### src/rtl/running_minmax.sv
// running_minmax
//   Streaming signed min/max tracker. Consumes a sample stream framed by
//   in_last and emits one result record per frame. The record holds the
//   smallest and largest sample, the index of the first occurrence of each,
//   and the sample count (saturating at 2^IDX_W-1, flagged by out_sat).
//   All data comparisons go through comparator_lt instances.
//
// Handshake semantics (both ports): a transfer happens on a rising clk edge
// where valid and ready are both high. valid, once raised by a producer, is
// not conditioned on ready. in_ready and out_valid are decoded only from
// registers, so no combinational path runs from any input to any output.
//
// Ports
//   clk          rising-edge clock
//   rst          asynchronous active-low reset
//   in_valid     sample present
//   in_ready     block accepts a sample this cycle
//   in_data      signed sample, N bits
//   in_last      sample is the final one of its frame
//   out_valid    result record valid
//   out_ready    consumer takes the record
//   out_min      smallest sample of the frame
//   out_max      largest sample of the frame
//   out_min_idx  index of first occurrence of the minimum
//   out_max_idx  index of first occurrence of the maximum
//   out_count    samples in the frame (saturating)
//   out_sat      count saturated during the frame
//   dbg_state    current FSM state (S_IDLE=0, S_ACCUM=1, S_DONE=2)

// Signed strict less-than: lt = (a < b) treating both as two's complement.
module comparator_lt #(
  parameter int N = 32
) (
  input  logic [N-1:0] a,
  input  logic [N-1:0] b,
  output logic         lt
);
  assign lt = $signed(a) < $signed(b);
endmodule

module running_minmax #(
  parameter int N     = 32,
  parameter int IDX_W = 16
) (
  input  logic             clk,
  input  logic             rst,
  input  logic             in_valid,
  output logic             in_ready,
  input  logic [N-1:0]     in_data,
  input  logic             in_last,
  output logic             out_valid,
  input  logic             out_ready,
  output logic [N-1:0]     out_min,
  output logic [N-1:0]     out_max,
  output logic [IDX_W-1:0] out_min_idx,
  output logic [IDX_W-1:0] out_max_idx,
  output logic [IDX_W-1:0] out_count,
  output logic             out_sat,
  output logic [1:0]       dbg_state
);

  typedef enum logic [1:0] {
    S_IDLE  = 2'd0,
    S_ACCUM = 2'd1,
    S_DONE  = 2'd2
  } state_t;

  localparam logic [IDX_W-1:0] CNT_MAX = '1;
  localparam logic [IDX_W-1:0] CNT_ONE = IDX_W'(1);

  state_t           r_state;
  state_t           w_state_nxt;

  // Low during reset and until the first edge after release, so that the
  // release of rst is synchronised before any sample can be accepted.
  logic             r_run;

  // Working accumulators for the frame in progress.
  logic [N-1:0]     r_min;
  logic [N-1:0]     r_max;
  logic [IDX_W-1:0] r_min_idx;
  logic [IDX_W-1:0] r_max_idx;
  logic [IDX_W-1:0] r_count;
  logic             r_sat;

  // Published record; holds the last completed frame until the next one.
  logic [N-1:0]     r_out_min;
  logic [N-1:0]     r_out_max;
  logic [IDX_W-1:0] r_out_min_idx;
  logic [IDX_W-1:0] r_out_max_idx;
  logic [IDX_W-1:0] r_out_count;
  logic             r_out_sat;

  logic [N-1:0]     w_min;
  logic [N-1:0]     w_max;
  logic [IDX_W-1:0] w_min_idx;
  logic [IDX_W-1:0] w_max_idx;
  logic [IDX_W-1:0] w_count;
  logic             w_sat;

  logic             w_accept;
  logic             w_load_out;
  logic             w_lt_min;
  logic             w_gt_max;

  comparator_lt #(.N(N)) u_cmp_min (
    .a  (in_data),
    .b  (r_min),
    .lt (w_lt_min)
  );

  comparator_lt #(.N(N)) u_cmp_max (
    .a  (r_max),
    .b  (in_data),
    .lt (w_gt_max)
  );

  assign in_ready   = r_run && (r_state != S_DONE);
  assign out_valid  = (r_state == S_DONE);
  assign w_accept   = in_valid && in_ready;
  assign w_load_out = w_accept && in_last;
  assign dbg_state  = r_state;

  always_comb begin
    w_state_nxt = r_state;
    w_min       = r_min;
    w_max       = r_max;
    w_min_idx   = r_min_idx;
    w_max_idx   = r_max_idx;
    w_count     = r_count;
    w_sat       = r_sat;
    case (r_state)
      S_IDLE: begin
        if (w_accept) begin
          w_min       = in_data;
          w_max       = in_data;
          w_min_idx   = '0;
          w_max_idx   = '0;
          w_count     = CNT_ONE;
          w_sat       = 1'b0;
          w_state_nxt = in_last ? S_DONE : S_ACCUM;
        end
      end
      S_ACCUM: begin
        if (w_accept) begin
          // The index of this sample is the current count; once the count
          // saturates it stays at CNT_MAX, which clamps the index as well.
          if (w_lt_min) begin
            w_min     = in_data;
            w_min_idx = r_count;
          end
          if (w_gt_max) begin
            w_max     = in_data;
            w_max_idx = r_count;
          end
          if (r_count == CNT_MAX) begin
            w_sat = 1'b1;
          end else begin
            w_count = r_count + CNT_ONE;
          end
          if (in_last) begin
            w_state_nxt = S_DONE;
          end
        end
      end
      S_DONE: begin
        if (out_ready) begin
          w_state_nxt = S_IDLE;
        end
      end
      default: w_state_nxt = S_IDLE;
    endcase
  end

  always_ff @(posedge clk or negedge rst) begin
    if (!rst) begin
      r_state <= S_IDLE;
      r_run   <= 1'b0;
    end else begin
      r_state <= w_state_nxt;
      r_run   <= 1'b1;
    end
  end

  always_ff @(posedge clk or negedge rst) begin
    if (!rst) begin
      r_min     <= '0;
      r_max     <= '0;
      r_min_idx <= '0;
      r_max_idx <= '0;
      r_count   <= '0;
      r_sat     <= 1'b0;
    end else begin
      r_min     <= w_min;
      r_max     <= w_max;
      r_min_idx <= w_min_idx;
      r_max_idx <= w_max_idx;
      r_count   <= w_count;
      r_sat     <= w_sat;
    end
  end

  // The record is captured from the same next-values that finish the frame,
  // so out_valid and the record appear together one cycle after in_last.
  always_ff @(posedge clk or negedge rst) begin
    if (!rst) begin
      r_out_min     <= '0;
      r_out_max     <= '0;
      r_out_min_idx <= '0;
      r_out_max_idx <= '0;
      r_out_count   <= '0;
      r_out_sat     <= 1'b0;
    end else if (w_load_out) begin
      r_out_min     <= w_min;
      r_out_max     <= w_max;
      r_out_min_idx <= w_min_idx;
      r_out_max_idx <= w_max_idx;
      r_out_count   <= w_count;
      r_out_sat     <= w_sat;
    end
  end

  assign out_min     = r_out_min;
  assign out_max     = r_out_max;
  assign out_min_idx = r_out_min_idx;
  assign out_max_idx = r_out_max_idx;
  assign out_count   = r_out_count;
  assign out_sat     = r_out_sat;

endmodule
### config.mk
export PLATFORM = sky130hd
export DESIGN_NAME = running_minmax
export DESIGN_NICKNAME = d
export VERILOG_FILES = /design/src/rtl/running_minmax.sv
export SDC_FILE = /design/constraint.sdc
export NUM_CORES = 1
export LEC_CHECK = 0
export ABC_CLOCK_PERIOD_IN_PS = 2850
export CORE_MARGIN = 5
export CORE_UTILIZATION = 35
export CTS_BUF_LIST = sky130_fd_sc_hd__clkbuf_8
export DETAILED_ROUTE_END_ITERATION = 12
export PLACE_DENSITY = 0.65
export REMOVE_ABC_BUFFERS = 1
export SYNTH_ARGS = -nofsm -noshare
export SYNTH_HDL_FRONTEND = slang
export SYNTH_SLANG_ARGS = --single-unit
### constraint.sdc
create_clock -name clk -period 2.85 [get_ports clk]
set_input_delay 0.57 -clock clk [delete_from_list [all_inputs] [get_ports clk]]
set_output_delay 0.57 -clock clk [all_outputs]
set_load 0.02 [all_outputs]
==> impl_summary.log, run 1 <==
[metrics] outcome: complete, but fails checks
[metrics] violations in the final reports: negative hold slack, negative setup slack
[metrics] clock tree root driver cell: clkbuf_8
[metrics] post-placement worst setup slack: -1.18 ns
[metrics] number of iterations in the first detailed-routing pass: 5
[metrics] unique cell type count in the Yosys netlist: 52
[metrics] Reg power frac: 35.9%
[metrics] Net Sw Frac: 34.6%
[metrics] Slew @ Worst Pin: 0.640 ns
[metrics] vias after detailed routing: about 8800
[metrics] routability cong.: 0.815
[metrics] number of global-route vias before repair: 9220
[metrics] largest area contributor in the netlist: dfrtp_1
[metrics] Tcrit/Tclk final: 102%
[metrics] net switching component of the power: between 4 and 5 mW
[metrics] power share of the clock group: 26.1%
[metrics] Max Clock Skew: 0.0301 ns
[metrics] cell count of the worst reg-to-reg path: 11
[metrics] total wirelength of the detailed-routed design: 31400 um
[metrics] overall track demand over capacity in global routing: 17.6%
[metrics] Synth top area share: between 50% and 60%
[metrics] endpoints failing setup: 31
[metrics] PD cells: 902 nW/um^2
[metrics] commonest register cell after synthesis: dfrtp_1
[metrics] Final nets: 1373
[metrics] share of flip-flops with an asynchronous set or reset after synthesis: 100%
[metrics] number of enable-type register cells in the synthesized netlist: 0
[metrics] kind of critical path: in -> reg
[metrics] internal power contribution: 8.83 mW
[metrics] Max rail drop VDD: about 0.37 mV
[metrics] count of clock tree sinks: 229
[metrics] wire length of the first global-routing pass: 50500 um
[metrics] worst min-delay path category: in -> async
[metrics] cell area after layout: 15000 sq um
[metrics] count of placed standard cells including taps: 1613
[metrics] Combinational Power Share: 38.1%
[metrics] Setup crit start kind: input pin
[metrics] max-slew violation total from the final report: 0
[metrics] area after detailed placement: 13500 sq um
[metrics] average cell area after synthesis: 10.6 sq um
[metrics] largest fanout on the critical path: 6
[metrics] unrepaired setup endpoints after global routing: yes
[metrics] clock buffer count from CTS: 41
[metrics] Max Fclk: ~340 MHz
[metrics] buffer levels on the longest clock path: 3
[metrics] DRC viols: 0
[metrics] worst reg2reg path startpoint: r_max[23]
[metrics] Post-Layout Cell Count: 1700
[metrics] number of antenna violations at the first check in global routing: 1
[metrics] Avg Vias per Cell: 5.19
[metrics] CTS clk-pin slew, worst paths: around 0.060 ns
[metrics] reg-to-reg endpoint: out_max[22]
[metrics] H-Tree Level Count: 2
[metrics] total negative slack: -1.22 ns
[metrics] cell leakage power: 6.97 nW
[metrics] cells taking the most area after synthesis: dfrtp_1, ha_1, nand2_1
[metrics] Top Ports: 154
[metrics] clock tree from TritonCTS: built
[metrics] vertical die dimension: 186 um
[metrics] row count: 64
[metrics] worst setup slack after layout: -0.0564 ns
[metrics] number of standard cells after synthesis: between 1000 and 1500
[metrics] CP required: 3.28 ns
[metrics] post-layout min period: 2.91 ns
[metrics] final number of hold-violating endpoints: 2
[metrics] GR Overflow Total: 0
[metrics] top cells by instance count after synthesis: dfrtp_1, nand2_1, inv_1
[metrics] Starting Density: 35.5%
[metrics] Die Width: 186 um
[metrics] Yosys reg bits: 229
[metrics] clock latency of the later-clocked register in the worst-skew pair: 0.56 ns
[metrics] area added between synthesis and finish: 37.6%
[metrics] Min Hold Slack: -0.00223 ns
[metrics] DIE AREA: 34700 sq um
[metrics] routed wirelength normalized by instance count: 18.5 um
[metrics] max-cap violation count: 0
[metrics] Core Region: 30700 sq um
[metrics] post-synthesis sequential area ratio: 52.6%
[metrics] layout cell share with drive strength beyond 1: roughly 22%
[metrics] capturing element type of the critical path: flip-flop
[metrics] port buffer count: 153
[metrics] slew margin rel.: between 50% and 60%
[metrics] count of yosys warnings during synthesis: 0
[metrics] DP HPWL: 21400 um
[metrics] count of routing violations after the opening detailed-route iteration: approximately 530
[metrics] Synth Cell Area: 10900 sq um
[metrics] number of nets with antenna violations after routing: 0
[metrics] post-cts hold buffer count: 0
[metrics] pin count of the biggest net entering global routing: 77
[metrics] crit path DAT: roughly 3.3 ns
[metrics] setup slack of the most critical reg-to-reg path: 0 ns
[metrics] most used standard cell by instance count after synthesis: dfrtp_1
-- metal layers --
metal | vias up | global-route usage (%) | routed length, um
met5 | - | 0 | 0
met4 | 0 | 6.13 | 918
met3 | 65 | 4.04 | 2050
met2 | 252 | 28.2 | 14600
met1 | 4380 | 23.5 | 13800
li1 | 4128 | - | -
-- cells in the final DEF, fill, tap and decap left out, types with 4 or more instances in the layout --
cell,Yosys,routed
nor2_1,52,51
dlygate4sd2_1,0,17
o211ai_1,32,32
bufinv_16,0,4
nand4_1,46,46
ha_4,0,10
buf_12,0,12
ha_1,63,53
buf_6,3,5
mux2i_1,9,9
clkbuf_8,0,54
mux2_4,45,57
o21ai_0,15,10
nand3_1,51,49
a21oi_1,30,24
a31oi_1,34,31
mux2_2,24,12
clkinv_2,0,6
a22o_1,29,29
nand2_1,183,182
clkdlybuf4s50_1,0,134
nor3_1,10,10
inv_1,69,72
buf_4,0,84
dfrtp_1,229,229
a21oi_2,0,6
-- flip-flops by register name, indices dropped and copies added, names as in the netlist --
name / count
dbg_state: 2
out_count: 16
out_max: 32
out_max_idx: 16
out_min: 32
out_min_idx: 16
out_sat: 1
r_count: 16
r_max: 32
r_max_idx: 16
r_min: 32
r_min_idx: 16
r_run: 1
r_sat: 1
-- worst max-delay path: stages --
cell and delay [ns]:
clkdlybuf4s50_1 0.50, inv_1 0.09, ha_4 0.25, a21oi_2 0.11, nor2_1 0.06, a211oi_2 0.23
buf_4 0.16, o31ai_4 0.08, o2111ai_2 0.24, o311ai_4 0.17, buf_6 0.17, buf_16 0.15
mux2_4 0.31, mux2_4 0.26
-- cells by family after synthesis --
family	count (synthesis)	synth area share, %
adders and majority gates	63	7.24
buffers and inverters	125	4.56
and+or+nand+nor	362	14.8
xor gates and xnor gates	1	0.0805
muxes	78	9.52
other	1	0.0345
AOI/OAI and AO/OA	169	11.1
DFF	229	52.6
-- how the worst max path moves through the flow --
stage / slack (ns) / from / to
after floorplan: -2.31 / dbg_state[0] / out_count[13]
after global placement: -1.03 / in_data[2] / out_max[2]
after detailed placement: -1.18 / in_data[2] / out_max[4]
after CTS: -0.02 / r_max[24] / out_max[18]
after global routing: -0.10 / in_data[13] / out_max[6]
final: -0.06 / in_data[13] / out_max[22]
-- repair_timing --
item | 4_1_cts | 5_1_grt
setup buffers | 4 | 6
endpoints found under the setup margin | 161 | 127
resized for setup | 59 | 27
cloned | 3 | 0
pin swaps | 15 | 14
-- area by class of cell --
| class | count | area [sq um] |
|---|---|---|
| Fill cell | 2751 | 15700 |
| Sequential cell | 229 | 5730 |
| Multi-Input combinational cell | 674 | 5000 |
| Timing Repair Buffer | 258 | 2540 |
| Clock buffer | 54 | 743 |
| Tap cell | 396 | 495 |
| Inverter | 69 | 259 |
| Clock inverter | 19 | 209 |
| Antenna cell | 1 | 2.50 |
-- power by group through the flow --
stage / Combinational [mW] / Sequential [mW] / Clock [mW]
after global routing: 5.61 / 4.95 / 3.76
after CTS: 4.95 / 4.83 / 3.61
after floorplan: 2.12 / 5.22 / 0
after global placement: 4.57 / 4.83 / 0
final: 5.14 / 4.84 / 3.52
after detailed placement: 4.69 / 4.83 / 0
-- through the flow --
step                      power, mW  util [%]
after floorplan                7.34         -
after global placement         9.41      44.2
after detailed placement       9.52      44.2
after CTS                      13.4      48.2
after global routing           14.3      48.8
final                          13.5      48.8
(Power assumes the default switching activity.)
==> inputs of run 2 (changes only) <==
CORE_UTILIZATION = 41   (was 35)
PLACE_DENSITY = 0.73   (was 0.65)
==> run 2 against run 1 <==
Against the previous run:
- the flow finishes with violations (negative setup slack)
- combinational power increased by 2%
- clock skew decreased by 0.0082 ns
- design area fell by 0.55%
- core utilization up 8.2 points
- first-iteration DRC count grew 2.3%
- critical path type is now reg -> reg
==> impl_summary.log, run 2 (same netlist as run 1, synthesis figures left out) <==
[metrics] outcome: complete, but fails checks
[metrics] violations in the final reports: negative setup slack
[metrics] capturing element type of the critical path: flip-flop
[metrics] port buffer count: 153
[metrics] unrepaired setup endpoints after global routing: yes
[metrics] largest stage delay on the critical path: 0.39 ns
[metrics] pin count of the biggest net entering global routing: 64
[metrics] count of routing violations after the opening detailed-route iteration: 545
[metrics] Cell Chain, Critical Path: ha_1, nand4_1, nor2_1, a221o_1, a211o_4, o311ai_4, buf_6, buf_16, mux2_4, mux2_4
[metrics] Post-Layout Cell Count: 1632
[metrics] final number of hold-violating endpoints: 0
[metrics] buffer levels on the longest clock path: 3
[metrics] endpoints failing setup: 31
[metrics] DIE AREA: 29900 sq um
[metrics] cell leakage power: 6.99 nW
[metrics] Die Width: 173 um
[metrics] CP required: around 3.3 ns
[metrics] routed wirelength normalized by instance count: between 15 and 20 um
[metrics] cell repeated most along the worst path: mux2_4
[metrics] slowest stage cell, crit path: dfrtp_1
[metrics] clock latency of the later-clocked register in the worst-skew pair: 0.53 ns
[metrics] max-cap violation count: 0
[metrics] wire length of the first global-routing pass: 49400 um
[metrics] post-layout min period: 2.95 ns
[metrics] highest routed layer: met5
[metrics] largest fanout on the critical path: 6
[metrics] Starting Density: 41.6%
[metrics] combined buffer and inverter count along the critical path: 2
[metrics] met2 routed wirelength: roughly 15000 um
[metrics] Max Fclk: around 340 MHz
[metrics] Core Region: 26100 sq um
[metrics] CTS clk-pin slew, worst paths: 0.06 ns
[metrics] clock tree root driver cell: clkbuf_8
[metrics] clock buffer count from CTS: 40
[metrics] total wirelength of the detailed-routed design: 31000 um
[metrics] PD cells: 884 nW/um^2
[metrics] Tcrit/Tclk final: 104%
[metrics] area added between synthesis and finish: 36.9%
[metrics] layout cell share with drive strength beyond 1: 21.7%
[metrics] Max rail drop VDD: ~0.53 mV
[metrics] most frequent cells in the layout: dfrtp_1, nand2_1, clkdlybuf4s50_1
[metrics] max-slew violation total from the final report: 0
[metrics] vias after detailed routing: 8878
[metrics] Setup crit start kind: flip-flop
[metrics] crit path DAT: between 3 and 4 ns
[metrics] area after detailed placement: ~13000 sq um
[metrics] kind of cell with the highest combined delay on the critical path: compound AO/OA/AOI/OAI gates
[metrics] GR Overflow Total: 0
[metrics] vertical die dimension: 173 um
[metrics] number of iterations in the first detailed-routing pass: 6
[metrics] cell area after layout: 14900 sq um
[metrics] number of nets with antenna violations after routing: 0
[metrics] metal3 WL: approximately 1600 um
[metrics] overall track demand over capacity in global routing: 20.0%
[metrics] number of global-route vias before repair: 9354
[metrics] most common cell after layout, fill and taps aside: dfrtp_1
[metrics] Max Clock Skew: 0.0219 ns
[metrics] worst setup slack after layout: -0.102 ns
[metrics] total negative slack: -2.78 ns
[metrics] row count: 59
[metrics] count of placed standard cells including taps: 1543
[metrics] Avg Vias per Cell: 5.44
[metrics] H-Tree Level Count: 2
[metrics] kind of critical path: reg -> reg
[metrics] number of antenna violations at the first check in global routing: 3
[metrics] clock tree from TritonCTS: built
[metrics] worst min-delay path category: in -> reg
[metrics] Top Ports: approximately 150
[metrics] routability cong.: around 0.9
[metrics] count of clock tree sinks: roughly 230
[metrics] Met1 Wirelength: approximately 13000 um
[metrics] total power draw: 13.2 mW
[metrics] DP HPWL: 20400 um
[metrics] DRC viols: 0
[metrics] slew margin rel.: between 60 and 70%
[metrics] Slew @ Worst Pin: 0.582 ns
[metrics] Final nets: between 1000 and 1500
## run 2: changes by cell type in the layout (fill, tap and decap cells not counted), sizes merged
| cell | delta |
|---|---|
| dlygate4sd3 | +1 |
| dlygate4sd2 | -3 |
| diode | +1 |
| clkbuf | -4 |
| clkinvlp | +1 |
| clkdlybuf4s50 | -3 |
| dlymetal6s2s | +6 |
| bufinv | -2 |
| buf | -5 |
| clkinv | -2 |
| inv | +3 |
## run 2: final timing paths
kind / from / endpoint / slack [ns] / cells past startpoint
worst max-delay path: r_max[24] / out_max[30] / -0.10 / 10
worst max register to register: r_max[24] / out_max[30] / -0.10 / 10
worst min register to register: out_count[0] / out_count[0] / 0.48 / 2
worst min-delay path: in_data[6] / r_max[6] / 0.46 / 3
max in group asynchronous: rst / r_max[14] / 1.52 / 3
min in group asynchronous: rst / r_min[21] / 0.56 / 2
## run 2: where the power goes
part / switching, mW / internal (mW) / total [mW] / leakage, nW
Combinational: 2.60 / 2.64 / 5.24 / 3.63
Sequential: 0.682 / 4.17 / 4.85 / 2.90
Clock: 1.34 / 1.73 / 3.08 / 0.458
Total: 4.62 / 8.54 / 13.2 / 6.99
## run 2: per-stage QoR
stage / hold slack, ns / util [%] / setup WS [ns]
after floorplan: 0.274 / - / -2.31
after global placement: 0.462 / 51.3 / -0.898
after detailed placement: 0.462 / 51.3 / -0.977
after CTS: 0.477 / 56.0 / -0.0943
after global routing: 0.446 / 57.0 / -0.158
final: 0.459 / 57.0 / -0.102
## run 2: worst min-delay path, cell delays in order
cell	delay (ns)
dlymetal6s2s_1	0.11
buf_4	0.13
mux2_4	0.15
## run 2: final cells by class
cell class	instances	area, sq um
repair buffers	255	2630
flip-flops and latches	229	5730
diodes	2	5.00
clock inverters	19	139
well taps	335	419
clock buffers	49	674
multi-input cells	674	5040
fillers	2172	11200
inverters	69	259
## run 2: routing by layer
metal / up-vias / global-route usage, %
met5: - / 0
met4: 2 / 7.98
met2: 282 / 32.8
li1: 4140 / -
met3: 79 / 3.91
met1: 4375 / 26.1
## run 2: what timing repair did
item / in CTS / in global routing
gates cloned: 5 / 1
hold buffers: 1 / 0
setup endpoints to repair: 158 / 140
pin swaps: 16 / 13
resized for setup: 68 / 41
hold endpoints to repair: 40 / 0
buffers inserted: 8 / 5
